File: config.mk
export PLATFORM = sky130hd
export DESIGN_NAME = window_spill_fill
export DESIGN_NICKNAME = d
export VERILOG_FILES = /design/src/rtl/window_spill_fill_pkg.sv /design/src/rtl/window_spill_fill_wim_rotator.sv /design/src/rtl/window_spill_fill.sv
export SDC_FILE = /design/constraint.sdc
export NUM_CORES = 1
export LEC_CHECK = 0
export BUFFER_PORTS_ARGS = -buffer_cell sky130_fd_sc_hd__buf_4
export CAP_MARGIN = 20
export CORE_ASPECT_RATIO = 1.2
export CORE_MARGIN = 2
export CORE_UTILIZATION = 40
export DETAILED_ROUTE_END_ITERATION = 8
export GPL_ROUTABILITY_DRIVEN = 1
export PLACE_DENSITY = 0.66
export SLEW_MARGIN = 25
export SYNTH_ARGS = -nofsm -noshare
export SYNTH_HDL_FRONTEND = slang
export SYNTH_SLANG_ARGS = --single-unit
File: constraint.sdc
create_clock -name Clk -period 2.19 [get_ports Clk]
set_input_delay 0.219 -clock Clk [delete_from_list [all_inputs] [get_ports Clk]]
set_output_delay 0.219 -clock Clk [all_outputs]
set_load 0.05 [all_outputs]
File: src/rtl/window_spill_fill_pkg.sv
// rtl/window_spill_fill_pkg.sv - shared states, constants and WIM rotate helpers
package window_spill_fill_pkg;

  typedef enum logic [2:0] {
    IDLE,
    SP_RD,
    SP_MEM,
    FL_MEM,
    FL_WR,
    COMMIT
  } state_t;

  localparam int REG_LOCAL_BASE = 16;
  localparam int SPILL_COUNT    = 16;
  localparam int MAX_WIN        = 32;

  // Rotate the low n bits of w by one position; bits at n and above stay zero.
  function automatic logic [MAX_WIN-1:0] wim_rotl(input logic [MAX_WIN-1:0] w, input int n);
    logic [MAX_WIN-1:0] r;
    r = '0;
    for (int k = 0; k < MAX_WIN; k++)
      if (k < n) r[(k + 1) % n] = w[k];
    return r;
  endfunction

  function automatic logic [MAX_WIN-1:0] wim_rotr(input logic [MAX_WIN-1:0] w, input int n);
    logic [MAX_WIN-1:0] r;
    r = '0;
    for (int k = 0; k < MAX_WIN; k++)
      if (k < n) r[(k + n - 1) % n] = w[k];
    return r;
  endfunction

endpackage

File: src/rtl/window_spill_fill_wim_rotator.sv
// rtl/window_spill_fill_wim_rotator.sv - combinational one-step WIM rotate with NWIN wrap
module wim_rotator
  import window_spill_fill_pkg::*;
#(
  parameter int NWIN = 4
) (
  input  logic [NWIN-1:0] wim_i,
  output logic [NWIN-1:0] rotl_o,
  output logic [NWIN-1:0] rotr_o
);

  assign rotl_o = NWIN'(wim_rotl(MAX_WIN'(wim_i), NWIN));
  assign rotr_o = NWIN'(wim_rotr(MAX_WIN'(wim_i), NWIN));

endmodule

File: src/rtl/window_spill_fill.sv
// rtl/window_spill_fill.sv - register-window manager with autonomous spill/fill
// Optional SpillCnt/FillCnt outputs under WINDOW_SPILL_FILL_STATS_EN.
module window_spill_fill
  import window_spill_fill_pkg::*;
#(
  parameter int NWIN   = 4,
  parameter int WIN_W  = 2,
  parameter int DATA_W = 32
) (
  input  logic              Clk,
  input  logic              Clr,
  input  logic              Save,
  input  logic              Restore,
  input  logic [31:0]       SpBase,
  output logic              Busy,
  output logic              Done,
  output logic [WIN_W-1:0]  CWP,
  output logic [NWIN-1:0]   WIM,
  output logic [WIN_W-1:0]  RfCwp,
  output logic [4:0]        RfRA,
  input  logic [DATA_W-1:0] RfAout,
  output logic [4:0]        RfRC,
  output logic [DATA_W-1:0] RfRin,
  output logic              RfRFE,
  output logic              MemReq,
  output logic              MemWe,
  output logic [31:0]       MemAddr,
  output logic [DATA_W-1:0] MemWData,
  input  logic [DATA_W-1:0] MemRData,
  input  logic              MemAck
`ifdef WINDOW_SPILL_FILL_STATS_EN
  ,
  output logic [15:0]       SpillCnt,
  output logic [15:0]       FillCnt
`endif
);

  state_t              state_q, state_d;
  logic [WIN_W-1:0]    cwp_q, cwp_d, nw_q, nw_d, nw_req;
  logic [NWIN-1:0]     wim_q, wim_d, wim_rotl, wim_rotr;
  logic [3:0]          i_q, i_d;
  logic                op_save_q, op_save_d;
  logic [31:0]         base_q, base_d;
  logic [DATA_W-1:0]   wdata_q, wdata_d, rdata_q, rdata_d;
  logic                req_ok, last_reg;
  logic [4:0]          reg_idx;

  wim_rotator #(.NWIN(NWIN)) u_wim_rotator (
    .wim_i  (wim_q),
    .rotl_o (wim_rotl),
    .rotr_o (wim_rotr)
  );

  // Simultaneous Save and Restore is treated as no request at all.
  assign req_ok   = Save ^ Restore;
  assign nw_req   = Save ? cwp_q - WIN_W'(1) : cwp_q + WIN_W'(1);
  assign last_reg = (i_q == 4'(SPILL_COUNT - 1));
  assign reg_idx  = 5'(REG_LOCAL_BASE) + {1'b0, i_q};

  always_comb begin
    state_d   = state_q;
    cwp_d     = cwp_q;
    wim_d     = wim_q;
    nw_d      = nw_q;
    i_d       = i_q;
    op_save_d = op_save_q;
    base_d    = base_q;
    wdata_d   = wdata_q;
    rdata_d   = rdata_q;
    unique case (state_q)
      IDLE: begin
        if (req_ok) begin
          if (!wim_q[nw_req]) begin
            cwp_d = nw_req;
          end else begin
            nw_d      = nw_req;
            op_save_d = Save;
            base_d    = SpBase;
            i_d       = '0;
            state_d   = Save ? SP_RD : FL_MEM;
          end
        end
      end
      SP_RD: begin
        wdata_d = RfAout;
        state_d = SP_MEM;
      end
      SP_MEM: begin
        if (MemAck) begin
          if (last_reg) state_d = COMMIT;
          else begin
            i_d     = i_q + 4'd1;
            state_d = SP_RD;
          end
        end
      end
      FL_MEM: begin
        if (MemAck) begin
          rdata_d = MemRData;
          state_d = FL_WR;
        end
      end
      FL_WR: begin
        if (last_reg) state_d = COMMIT;
        else begin
          i_d     = i_q + 4'd1;
          state_d = FL_MEM;
        end
      end
      COMMIT: begin
        cwp_d   = nw_q;
        wim_d   = op_save_q ? wim_rotr : wim_rotl;
        i_d     = '0;
        state_d = IDLE;
      end
      default: state_d = IDLE;
    endcase
  end

  always_ff @(posedge Clk or negedge Clr) begin
    if (!Clr) begin
      state_q   <= IDLE;
      cwp_q     <= '0;
      wim_q     <= {1'b1, {(NWIN-1){1'b0}}};
      nw_q      <= '0;
      i_q       <= '0;
      op_save_q <= 1'b0;
      base_q    <= '0;
      wdata_q   <= '0;
      rdata_q   <= '0;
    end else begin
      state_q   <= state_d;
      cwp_q     <= cwp_d;
      wim_q     <= wim_d;
      nw_q      <= nw_d;
      i_q       <= i_d;
      op_save_q <= op_save_d;
      base_q    <= base_d;
      wdata_q   <= wdata_d;
      rdata_q   <= rdata_d;
    end
  end

  // Fast-path Done is combinational so a valid-window move costs no stall.
  assign Done     = (state_q == COMMIT) || (state_q == IDLE && req_ok && !wim_q[nw_req]);
  assign Busy     = (state_q != IDLE);
  assign CWP      = cwp_q;
  assign WIM      = wim_q;
  assign RfCwp    = Busy ? nw_q : cwp_q;
  assign RfRA     = (state_q == SP_RD) ? reg_idx : 5'd0;
  assign RfRC     = (state_q == FL_WR) ? reg_idx : 5'd0;
  assign RfRin    = (state_q == FL_WR) ? rdata_q : '0;
  assign RfRFE    = (state_q != FL_WR);
  assign MemReq   = (state_q == SP_MEM) || (state_q == FL_MEM);
  assign MemWe    = (state_q == SP_MEM);
  assign MemAddr  = MemReq ? base_q + {26'd0, i_q, 2'b00} : 32'd0;
  assign MemWData = wdata_q;

`ifdef WINDOW_SPILL_FILL_STATS_EN
  logic [15:0] spill_cnt_q, fill_cnt_q;

  always_ff @(posedge Clk or negedge Clr) begin
    if (!Clr) begin
      spill_cnt_q <= '0;
      fill_cnt_q  <= '0;
    end else if (state_q == COMMIT) begin
      if (op_save_q && spill_cnt_q != 16'hFFFF) spill_cnt_q <= spill_cnt_q + 16'd1;
      if (!op_save_q && fill_cnt_q != 16'hFFFF) fill_cnt_q <= fill_cnt_q + 16'd1;
    end
  end

  assign SpillCnt = spill_cnt_q;
  assign FillCnt  = fill_cnt_q;
`endif

endmodule

Word level (Yosys, flattened, before mapping):

Index checks and enable logic that the tools add are counted.

* word-level logic and storage cells: 67
* input port bits: 101
* register bits after elaboration: 112
* output and inout bits: 119

* $lt $le $gt $ge: 1
* reduce and logical (&&, ||, !) cells: 14
* $add $sub $neg: 5
* equal/unequal tests: 12
* bitwise operators: 1
* multiplexer cells: 25

Operators with widths (count)
* $mux 32: 2
* $add 32x6->32: 1
* $mux 4: 5
* $mux 3: 6
* $pmux 4 s4: 1
* $pmux 3 s5: 1
* $mux 2: 5
* $mux 5: 2
* $reduce_and 4->1: 2
* $eq 3x2->1 const B: 2
* $eq 3x3->1 const B: 2
* $ne 2x2->1 const B: 3
* $reduce_and 3->1: 2
* $add 5x4->5 const A: 1
* $add 4x1->4 const B: 1
* $eq 4x4->1 const B: 1
* $ne 2x1->1 const B: 2
* $pmux 2 s2: 1
* $reduce_bool 4->1: 1
* $eq 3x1->1 const B: 1
* $logic_not 3->1: 1
* $lt 2x3->1 const B: 1
* $ne 3x3->1 const B: 1
* $reduce_bool 3->1: 1
* 10 further kinds: 12

Logic depth before layout (Yosys ltp):

Gate-level depths: netlist of the first run.

* depth after elaboration: 7
* gate-level depth with buffers: 8

By module:

Synthesis of the first run repeated with hierarchy kept, for this count alone.

* cells, all modules: 505
* area total of the unflattened synthesis: 5924.4 um2

Modules (own cells, without submodules)
* window_spill_fill: area an instance 5864.4 um2, times used 1, cells each 497
* wim_rotator: area an instance 60.1 um2, times used 1, cells each 8

Worst setup path before layout of the first run:

No wires, ideal clock.

* path type: flip-flop to output port
* start: reg state_q[0]
* end: out RfRC[1]
* arrival: 2.568 ns
* buffers on the path: 1
* path slack: -0.597 ns
* cell stages (with the launch flop): 6
* path through: dfrtp_1 clkbuf_1 nor2_1 and2_1 inv_1 nor2_1

* longest elaborated chain between the ends: 2

RTL lines
* from (decl): line window_spill_fill.sv:38 `state_t state_q, state_d;`
* from (signal assigned): line window_spill_fill.sv:132 `state_q <= state_d;`
* $eq 3x3->1: line window_spill_fill.sv:151 `assign RfRC = (state_q == FL_WR) ? reg_idx : 5'd0;`
* $mux 5: line window_spill_fill.sv:151
* to (decl): line window_spill_fill.sv:22 `output logic [4:0] RfRC,`

No other way between the ends.

Final worst setup path of the first run:

* start: reg base_q[2]
* end: out MemAddr[20]

* longest elaborated chain between the ends: 2

RTL lines
* from (decl): line window_spill_fill.sv:43 `logic [31:0] base_q, base_d;`
* from (signal assigned): line window_spill_fill.sv:138 `base_q <= base_d;`
* $add 32x6->32: line window_spill_fill.sv:156 `assign MemAddr = MemReq ? base_q + {26'd0, i_q, 2'b00} : 32'd0;`
* $mux 32: line window_spill_fill.sv:156
* to (decl): line window_spill_fill.sv:27 `output logic [31:0] MemAddr,`

No other way between the ends.

==> results.toml, run 1 <==
[setup_path]
crit_chain = "ha_4 > inv_2 > fa_2 > nor2b_4 > o31a_1 > buf_6 > nand4_1 > xor2_2 > nor2_4 > buf_6"
cpMostUsedCell = "buf_6"
slowest_delay_ns = 0.40
crit_required_ns = 1.97
r2r_end = "i_q[0]"
crit_fanout = 8
rr_worst_depth = 7
critPathKind = "reg -> out"
rr_startpoint = "CWP[1]"
path_depth = 10
crit_path_start_kind = "flip-flop"
cp-end-kind = "output port"
rrSetupSlack_ns = 0.12
crit_start = "base_q[2]"
setup.worst_path.end = "MemAddr[20]"
cp.arrival_ns = 2.42
crit_buf_inv = 3
crit_family = "adder cells"
crit_slowest_cell = "dfrtp_1"

[cts]
clk_latency_ns = 0.35
cts_root_buf = "clkbuf_16"
clkSinkCount = 112
clk_pin_slew_ns = 0.07
clockBufferDepth = 2
cts_tree = "built"
h-tree-depth = 3
numCtsBuffers = 9

[synthesis]
ys.flop_type = "dfrtp_1"
synth_cells = 487
synth_commonest_cells = "dfrtp_1 (111), mux2_2 (65), and3_1 (43)"
synth_top_cell_area_share_pct = 48.8
syn-cell-area_sq_mm = 0.00570
syn-num-nets = 594
ys_seq_area_share_pct = 49.2
synth.most_common_cell = "dfrtp_1"
yosysWarnings = 0
synth-seq-cells = 112
async_reset_ff_share_pct = 100
synth_largest_area_cell = "dfrtp_1"
synth.area.top_cells = "dfrtp_1 (49%), mux2_2 (13%), mux2_1 (6.7%), and3_1 (4.7%), xnor2_1 (2.6%)"
avgSynthCellArea_sq_um = 11.7
synth_cell_types = 54
synth_edf_count = 0

[floorplanning]
start_util_pct = 41.0
fp.dieH_microns = 135
die_w_microns = 113
die-area_sq_mm = 0.0152
rows = 47
io_pins = 220
coreArea_sq_mm = 0.0139

[power]
switchingPower_w = 0.00113
p_int_w = 0.00334
swShare_pct = 25.2
clockPowerShare_pct = 38.9
peakVddDrop_v = 0.000366
power_frac_seq_pct = 47.2
powerDensity_mw_per_mm2 = 497
leakage_nw = 4.55
comb_power_share_pct = 13.9

[final_layout]
seqCellArea_sq_mm = 0.00281
fillerInstances = 1066
diodes = 0
multi_input_area_sq_mm = 0.00325
syn2layout_area_growth_pct = 57.6
final_layout_size_suffix_gt1_share_pct = 59.7
nets = 858

[drt]
firstDrtPassIters = 8
vias = 4840
drtIter0Drc = 278
wl_microns = 17100
postRouteAntennaNets = 0
drcViolationCount = 14
avgRoutedWirePerCell_microns = 18.4
viasPerCell = 5.22

[global_route]
grt_pass1_wl_microns = 26100
grt_antenna_before_repair = 0
grtUsageMet2_pct = 38.1
grt_usage_pct = 21.9
grt_max_degree = 58
grt_pass1_vias = 5204
use_met1_pct = 24.6
grt.busiest_layer = "met2"
grt-ovfl-total = 0
use_met3_pct = 7.54

[sta]
timing.setup.tns_ns = -6.71
fmax_mhz = 379
layout_min_cycle_time_ns = 2.64
maxSlewViolCount = 0
fin_ws_ns = -0.452
setup_violations = 26
whs_ns = 0.0763
fin_crit_sh_pct = 121
worst_pin_slew_ns = 0.612
rsz0062_at_grt = "true"
max-slew-margin-rel_pct = 59.2
finalHoldViolCount = 0
skew_ns = 0.00553

[place]
dp_slack_ns = -0.193
dp_hpwl_microns = 11700
io_buffers = 219
place.gp.congestion = 0.800

[worst_hold_path]
hold_class = "in -> reg"
hold_depth = 2

[run]
cap_viol_max_count = 0

[run_status]
outcome = "finished, violations left"
violations = "design-rule violations, negative setup slack"
## per-layer routing
layer / vias to the layer above / part of all wire [%]
met4: 0 / 2.4
met1: 2390 / 37
met2: 189 / 51
met5: - / 0
li1: 2235 / -
met3: 26 / 9.0
## worst register-to-register path: stages (launching register included)
cell and delay [ns]:
dfrtp_2 0.42, buf_4 0.14, buf_4 0.15, xor2_2 0.15, mux4_2 0.56, o22ai_4 0.19, nor3_1 0.09, mux2_2 0.26
## power by group through the flow
stage | Clock, W | Sequential, W | Combinational (W)
2_1_floorplan | 0 | 0.00221 | 0.000256
3_3_place_gp | 0 | 0.00215 | 0.000586
3_5_place_dp | 0 | 0.00215 | 0.000593
4_1_cts | 0.00179 | 0.00211 | 0.000617
5_1_grt | 0.00185 | 0.00211 | 0.000673
6_report | 0.00173 | 0.00211 | 0.000622
## logic make-up (layout without fill, tap and decap cells)
logic type | Yosys count | in the layout | synth area share (%)
muxes | 107 | 107 | 21.6
and+or+nand+nor | 155 | 156 | 15.0
buffers and inverters | 39 | 307 | 3.76
DFF | 112 | 112 | 49.2
xor gates and xnor gates | 32 | 32 | 4.92
AOI/OAI and AO/OA | 36 | 36 | 4.04
adders and majority gates | 6 | 6 | 1.45
## area by class of cell
| class | count | area share, % |
|---|---|---|
| Clock inverter | 5 | 0.683 |
| Sequential cell | 112 | 31.3 |
| Clock buffer | 11 | 2.82 |
| Tap cell | 171 | 2.38 |
| Multi-Input combinational cell | 337 | 36.3 |
| Timing Repair Buffer | 282 | 26.2 |
| Inverter | 9 | 0.376 |
## flip-flops by register name (all words and copies together) (netlist names)
name	flops
rdata_q	32
base_q	32
WIM	4
op_save_q	1
state_q	3
i_q	4
CWP	2
nw_q	2
MemWData	32
## metrics by stage
step	power (W)	util (%)	instance area [sq um]	std cells
final	0.00446	64.7	8980	927
after global routing	0.00463	64.7	8980	927
after CTS	0.00451	61.0	8470	906
after detailed placement	0.00275	56.5	7840	883
after global placement	0.00273	56.5	7840	883
after floorplan	0.00247	-	5860	487
## worst min path at each step
| stage | start | endpoint | slack, ns |
|---|---|---|---|
| after floorplan | Clr | CWP[0] | -0.08 |
| after global placement | Clr | base_q[25] | 0.26 |
| after detailed placement | Clr | base_q[25] | 0.26 |
| after CTS | SpBase[13] | base_q[13] | 0.06 |
| after global routing | RfAout[20] | MemWData[20] | 0.08 |
| final | SpBase[12] | base_q[12] | 0.08 |
## timing repair
| action | in CTS | in global routing |
|---|---|---|
| cloned | 1 | 1 |
| gates resized for setup | 47 | 62 |
| endpoints found under the hold margin | 41 | 0 |
| endpoints found under the setup margin | 67 | 72 |
| hold buffers | 1 | 0 |
| pin swaps | 9 | 30 |
| setup buffers | 5 | 20 |
## placed cells by master, fill, tap and decap left out, drive strengths merged, types with 2 or more instances in the layout
cell type / Yosys / routed
a21oi: 8 / 8
a31oi: 2 / 2
and2: 9 / 9
and3: 43 / 43
and4: 3 / 3
buf: 16 / 280
clkbuf: 14 / 12
clkinv: 0 / 2
dfrtp: 111 / 111
ha: 5 / 5
inv: 9 / 11
mux2: 99 / 99
mux2i: 5 / 5
mux4: 3 / 3
nand2: 17 / 17
nand2b: 3 / 3
nand3: 15 / 15
nand3b: 2 / 2
nand4: 4 / 4
nor2: 37 / 38
nor2b: 4 / 4
nor3: 6 / 6
nor3b: 3 / 3
nor4: 7 / 7
o21a: 2 / 2
o21ai: 11 / 11
o22a: 2 / 2
o22ai: 2 / 2
xnor2: 17 / 17
xor2: 15 / 15
No activity file was read; power rests on OpenSTA's default activity.
==> run 2, diff against run 1 <==
Settings changed: ABC_AREA set to 1, PLACE_DENSITY 0.66 to 0.65, SLEW_MARGIN 25 to unset.
==> run 2 against run 1 <==
  * The run ends with negative setup slack left
  * Combinational power increased to 4.3 times the previous value
  * Sequential share of layout area increased by 0.79 points
  * Routed wire length increased by 3.4%
  * Maximum frequency increased by 5.8%
  * Core utilization decreased by 3.5 points
  * Cell count increased by 34%
  * Sequential power increased by 32%
  * Global-route usage increased by 1.0 points
  * Die area increased by 2.2%
  * Largest power group unchanged
  * Highest routed layer unchanged
==> results.toml, run 2 <==
[synthesis]
syn-num-nets = 927
synth_compound_area_share_pct = 8.22
synth_top_family_by_area = "simple AND/OR/NAND/NOR gates"
synth_edf_count = 0
ys_seq_area_share_pct = 48.1
avgSynthCellArea_sq_um = 7.11
synthXorXnorAreaFrac_pct = 0.902
ys.flop_type = "dfrtp_1"
async_reset_ff_share_pct = 100
synth_top_cell_area_share_pct = 47.7
synth_largest_area_cell = "dfrtp_1"
synth.most_common_cell = "nand2_1"
synthAdderAreaFrac_pct = 1.42
synth-seq-cells = 112
synth_commonest_cells = "nand2_1 (246), nor2_1 (169), dfrtp_1 (111)"
syn-cell-area_sq_mm = 0.00583
synth_cells = 820
synth.area.top_cells = "dfrtp_1 (48%), nand2_1 (16%), nor2_1 (11%), inv_1 (5.9%), a21oi_1 (5.5%)"
synthSimpleGateAreaFrac_pct = 33.0
synth_cell_types = 28
yosysWarnings = 0
muxShareOfSynthArea_pct = 0

[sta]
setup_violations = 26
fmax_mhz = 400
finalHoldViolCount = 0
whs_ns = 0.0442
max-slew-margin-rel_pct = 66.5
worst_pin_slew_ns = 0.502
fin_crit_sh_pct = 114
rsz0062_at_grt = "true"
maxSlewViolCount = 0
fin_ws_ns = -0.308
layout_min_cycle_time_ns = 2.50
skew_ns = 0.0130

[drt]
drcViolationCount = 0
viasPerCell = 4.82
avgRoutedWirePerCell_microns = 14.2
vias = 5981
drtIter0Drc = 322
wl_microns = 17700
firstDrtPassIters = 5
postRouteAntennaNets = 0

[setup_path]
crit_required_ns = 1.97
crit_fanout = 4
cp-end-kind = "output port"
cp.arrival_ns = 2.28
critPathKind = "reg -> out"
crit_path_start_kind = "flip-flop"
rr_worst_depth = 10
rrSetupSlack_ns = 0.18
rr_startpoint = "i_q[0]"
r2r_end = "i_q[0]"

[worst_hold_path]
hold_class = "in -> reg"
min_from = "RfAout[13]"
min_to = "MemWData[13]"
hold_depth = 3

[global_route]
grt_usage_pct = 22.9
grt_antenna_before_repair = 0
grt-ovfl-total = 0
grt_pass1_vias = 5806
grt_pass1_wl_microns = 28200
grt_max_degree = 65

[place]
place.gp.congestion = 0.988
io_buffers = 219
placed_area_sq_mm = 0.00792
placedCellCount = 1215
dp_hpwl_microns = 13100

[floorplanning]
rows = 48
start_util_pct = 40.8
die-area_sq_mm = 0.0156
fp.dieH_microns = 136
die_w_microns = 114
coreArea_sq_mm = 0.0143
io_pins = 220

[cts]
clockBufferDepth = 2
h-tree-depth = 3
clkSinkCount = 112
numCtsBuffers = 9
cts_root_buf = "clkbuf_16"
clk_pin_slew_ns = 0.08
cts_tree = "built"
clk_latency_ns = 0.36

[power]
peakVddDrop_v = 0.000926
total_power_w = 0.00711
leakage_nw = 4.72
powerDensity_mw_per_mm2 = 813

[final_layout]
instances_no_fill = 1241
nets = 1168
syn2layout_area_growth_pct = 50.1
fillerInstances = 1316
final_layout_size_suffix_gt1_share_pct = 34.2
final_cell_mix = "nand2_1 (224), buf_4 (219), nor2_1 (139), dfrtp_1 (110), inv_1 (87)"
postLayoutCellArea_sq_mm = 0.00875
layout_commonest_cell = "nand2_1"
diodes = 0

[run_status]
violations = "negative setup slack"
outcome = "finished, violations left"

[run]
cap_viol_max_count = 0
==> run 2: cell count changes in the layout (fill, tap and decap cells not counted), moves of 9 or more <==
cell	before	now
nand2_1	17	224
nor2_1	9	139
inv_1	6	87
mux2_2	65	0
a21oi_1	6	59
and3_1	43	0
mux2_1	34	0
nand3_1	10	32
buf_4	237	219
nand2_2	0	18
xnor2_1	15	2
o21ai_0	9	19
nor2_2	12	21
==> run 2: layer usage <==
metal | GRT usage [%] | vias up | wire length, microns
met5 | 0 | - | 0
met2 | 38.5 | 204 | 8710
met1 | 28.4 | 2727 | 7260
met3 | 5.31 | 31 | 1270
met4 | 9.55 | 0 | 431
li1 | - | 3019 | -
==> run 2: kinds of logic after synthesis <==
group                      Yosys count
xor gates and xnor gates             6
buffers and inverters              123
adders and majority gates            6
AOI/OAI and AO/OA                   93
and+or+nand+nor                    480
DFF                                112
==> run 2: final cells by class <==
| type | count | area [sq um] | area share [%] |
|---|---|---|---|
| Multi-Input combinational cell | 586 | 2940 | 33.6 |
| Sequential cell | 112 | 2810 | 32.1 |
| Timing Repair Buffer | 258 | 2150 | 24.5 |
| Inverter | 94 | 355 | 4.06 |
| Clock buffer | 10 | 229 | 2.62 |
| Tap cell | 175 | 219 | 2.50 |
| Clock inverter | 6 | 57.6 | 0.658 |
==> run 2: report_power, final <==
group	switching [W]	total [W]	internal, W
registers	0.000256	0.00279	0.00253
clock network	0.000824	0.00163	0.000805
logic	0.00183	0.00270	0.000862
total	0.00291	0.00711	0.00420
==> run 2: worst max path at each step <==
| stage | endpoint | slack, ns | cells after the start | from |
|---|---|---|---|---|
| global route | MemAddr[22] | -0.41 | 11 | i_q[0] |
| CTS | MemAddr[28] | -0.27 | 12 | i_q[0] |
| detailed placement | MemAddr[22] | -0.07 | 11 | i_q[0] |
| global placement | MemAddr[22] | -0.01 | 11 | i_q[0] |
| finish | MemAddr[12] | -0.31 | 10 | i_q[0] |
| floorplan | MemAddr[20] | -0.15 | 10 | i_q[0] |
==> run 2: stage by stage <==
step,setup TNS [ns],worst slack (ns),util (%)
6_report,-5.07,-0.308,61.2
3_3_place_gp,-0.0157,-0.0136,55.4
2_1_floorplan,-0.289,-0.151,-
4_1_cts,-4.81,-0.275,59.7
5_1_grt,-7.42,-0.407,61.2
3_5_place_dp,-0.168,-0.0679,55.4
==> run 2: timing repair <==
action,CTS,global route
gates cloned,1,0
buffers inserted,7,3
endpoints found under the setup margin,26,31
hold buffers,1,0
pin swaps,14,26
hold endpoints to repair,32,0
resized for setup,75,47
==> run 2: worst max-delay path: stages, from the launching register on <==
cell	delay [ns]
dfrtp_1	0.40
ha_4	0.15
inv_2	0.03
fa_2	0.36
o21ai_4	0.20
nand2_4	0.10
buf_4	0.14
buf_6	0.12
nor3b_4	0.22
nor2_4	0.05
buf_8	0.15
==> run 3, diff against run 2 <==
Settings changed: CORE_ASPECT_RATIO 1.2 to unset, REMOVE_ABC_BUFFERS set to 1.
Clock period 2.19 ns to 2.4 ns, I/O delays scaled along.
==> run 3 against run 2 <==
  * The run still ends with negative setup slack left
  * Routed wire length increased by 0.80%
  * Critical endpoint is now MemAddr[8]
  * Core utilization decreased by 2.6 points
  * Sequential cell count did not move
  * Critical path depth decreased by 1
  * Cell count down 0.24%
  * Sequential power fell by 9.0%
==> results.toml, run 3 (synthesis gave the netlist of run 2 again) <==
[run_status]
outcome = "finished, violations left"
violations = "negative setup slack"

[cts]
clk_latency_ns = 0.36
clockBufferDepth = 2
cts_root_buf = "clkbuf_16"
clk_pin_slew_ns = 0.08
clkSinkCount = 112
cts_tree = "built"
h-tree-depth = 3
numCtsBuffers = 9

[drt]
avgRoutedWirePerCell_microns = 14.4
drtIter0Drc = 341
drcViolationCount = 0
wl_microns = 17800
viasPerCell = 4.79
postRouteAntennaNets = 0
firstDrtPassIters = 5
vias = 5926

[floorplanning]
start_util_pct = 40.6
io_pins = 220
fp.dieH_microns = 125
coreArea_sq_mm = 0.0144
die_w_microns = 125
die-area_sq_mm = 0.0156
rows = 44

[final_layout]
layout_commonest_cell = "nand2_1"
final_cell_mix = "nand2_1 (229), buf_4 (219), nor2_1 (153), dfrtp_1 (108), inv_1 (87)"
final_layout_size_suffix_gt1_share_pct = 31.2
postLayoutCellArea_sq_mm = 0.00842
diodes = 0
nets = 1156
syn2layout_area_growth_pct = 44.4
fillerInstances = 1352

[run]
cap_viol_max_count = 0

[setup_path]
crit_path_start_kind = "flip-flop"
cp-end-kind = "output port"
rrSetupSlack_ns = 0.45
critPathKind = "reg -> out"
crit_fanout = 5
crit_required_ns = 2.16
cp.arrival_ns = 2.24

[sta]
skew_ns = 0.00612
rsz0062_at_grt = "true"
fmax_mhz = 403
worst_pin_slew_ns = 0.764
maxSlewViolCount = 0
finalHoldViolCount = 0
fin_crit_sh_pct = 103
max-slew-margin-rel_pct = 49.0
fin_ws_ns = -0.0800
setup_violations = 10
layout_min_cycle_time_ns = 2.48

[global_route]
grt_pass1_vias = 5757
grt_antenna_before_repair = 0
grt-ovfl-total = 0
grt_pass1_wl_microns = 28900
grt_usage_pct = 23.0
grt_max_degree = 68

[worst_hold_path]
hold_class = "in -> reg"

[place]
place.gp.congestion = 0.882
io_buffers = 219
dp_hpwl_microns = 13100
dp_slack_ns = 0.140
placed_area_sq_mm = 0.00773

[power]
powerDensity_mw_per_mm2 = 772
total_power_w = 0.00650
peakVddDrop_v = 0.000843
leakage_nw = 4.57
==> run 3: cell types whose count changed in the layout (fill, tap and decap cells not counted), moves of 4 or more <==
cell,before,now
nor2_4,11,6
nand2_1,224,229
nor2_2,21,12
nand2_4,8,4
buf_6,29,23
nor2_1,139,153
==> run 3: repair_timing <==
| item | CTS | global route |
|---|---|---|
| endpoints found under the hold margin | 45 | 0 |
| setup endpoints to repair | 22 | 29 |
| pin swaps | 8 | 19 |
| hold buffers | 1 | 0 |
| setup buffers | 2 | 7 |
| cloned | 1 | 0 |
| resized for setup | 30 | 61 |
==> run 3: area by class of cell <==
type	instances	area, sq um	share of cell area [%]
Clock inverter	7	63.8	0.758
Timing Repair Buffer	246	1970	23.4
Sequential cell	112	2810	33.4
Tap cell	184	230	2.74
Clock buffer	9	225	2.68
Multi-Input combinational cell	586	2760	32.8
Inverter	94	355	4.22
==> run 3: path summary, 6_finish.rpt <==
path                       cells past startpoint         start            to
max reg2reg                                   10        i_q[1]        i_q[1]
min reg2reg                                    2  MemWData[19]  MemWData[19]
max in group asynchronous                      3           Clr  MemWData[31]
max                                            9        i_q[0]    MemAddr[8]
min in group asynchronous                      2           Clr        WIM[2]
min                                            3    RfAout[23]  MemWData[23]
==> run 3: stage by stage <==
stage | hold slack, ns | util, % | std cells | setup TNS (ns)
CTS | 0.0591 | 56.9 | 1231 | -0.332
detailed placement | 0.0768 | 53.8 | 1211 | 0
global route | 0.0650 | 58.6 | 1238 | -3.25
global placement | 0.0782 | 53.8 | 1211 | 0
floorplan | -0.0556 | - | 791 | -7.68
finish | 0.0680 | 58.6 | 1238 | -0.503
==> run 3: metal layers <==
metal	part of all wire [%]	global-route usage, %
met1	43	29.7
met2	48	37.4
met5	0	0
met3	7.6	6.36
met4	1.6	7.93
==> run 3: critical path, stage by stage (launching register included) <==
cell     delay [ns]
dfrtp_1        0.36
ha_2           0.18
inv_2          0.04
fa_2           0.36
o21ai_4        0.21
nand2_4        0.11
buf_4          0.15
buf_4          0.13
a21oi_2        0.17
buf_6          0.18
==> run 3: power by group <==
part           switching, W  internal (W)
Combinational       0.00167      0.000787
Clock              0.000771      0.000727
Sequential         0.000228       0.00231
Total               0.00267       0.00383
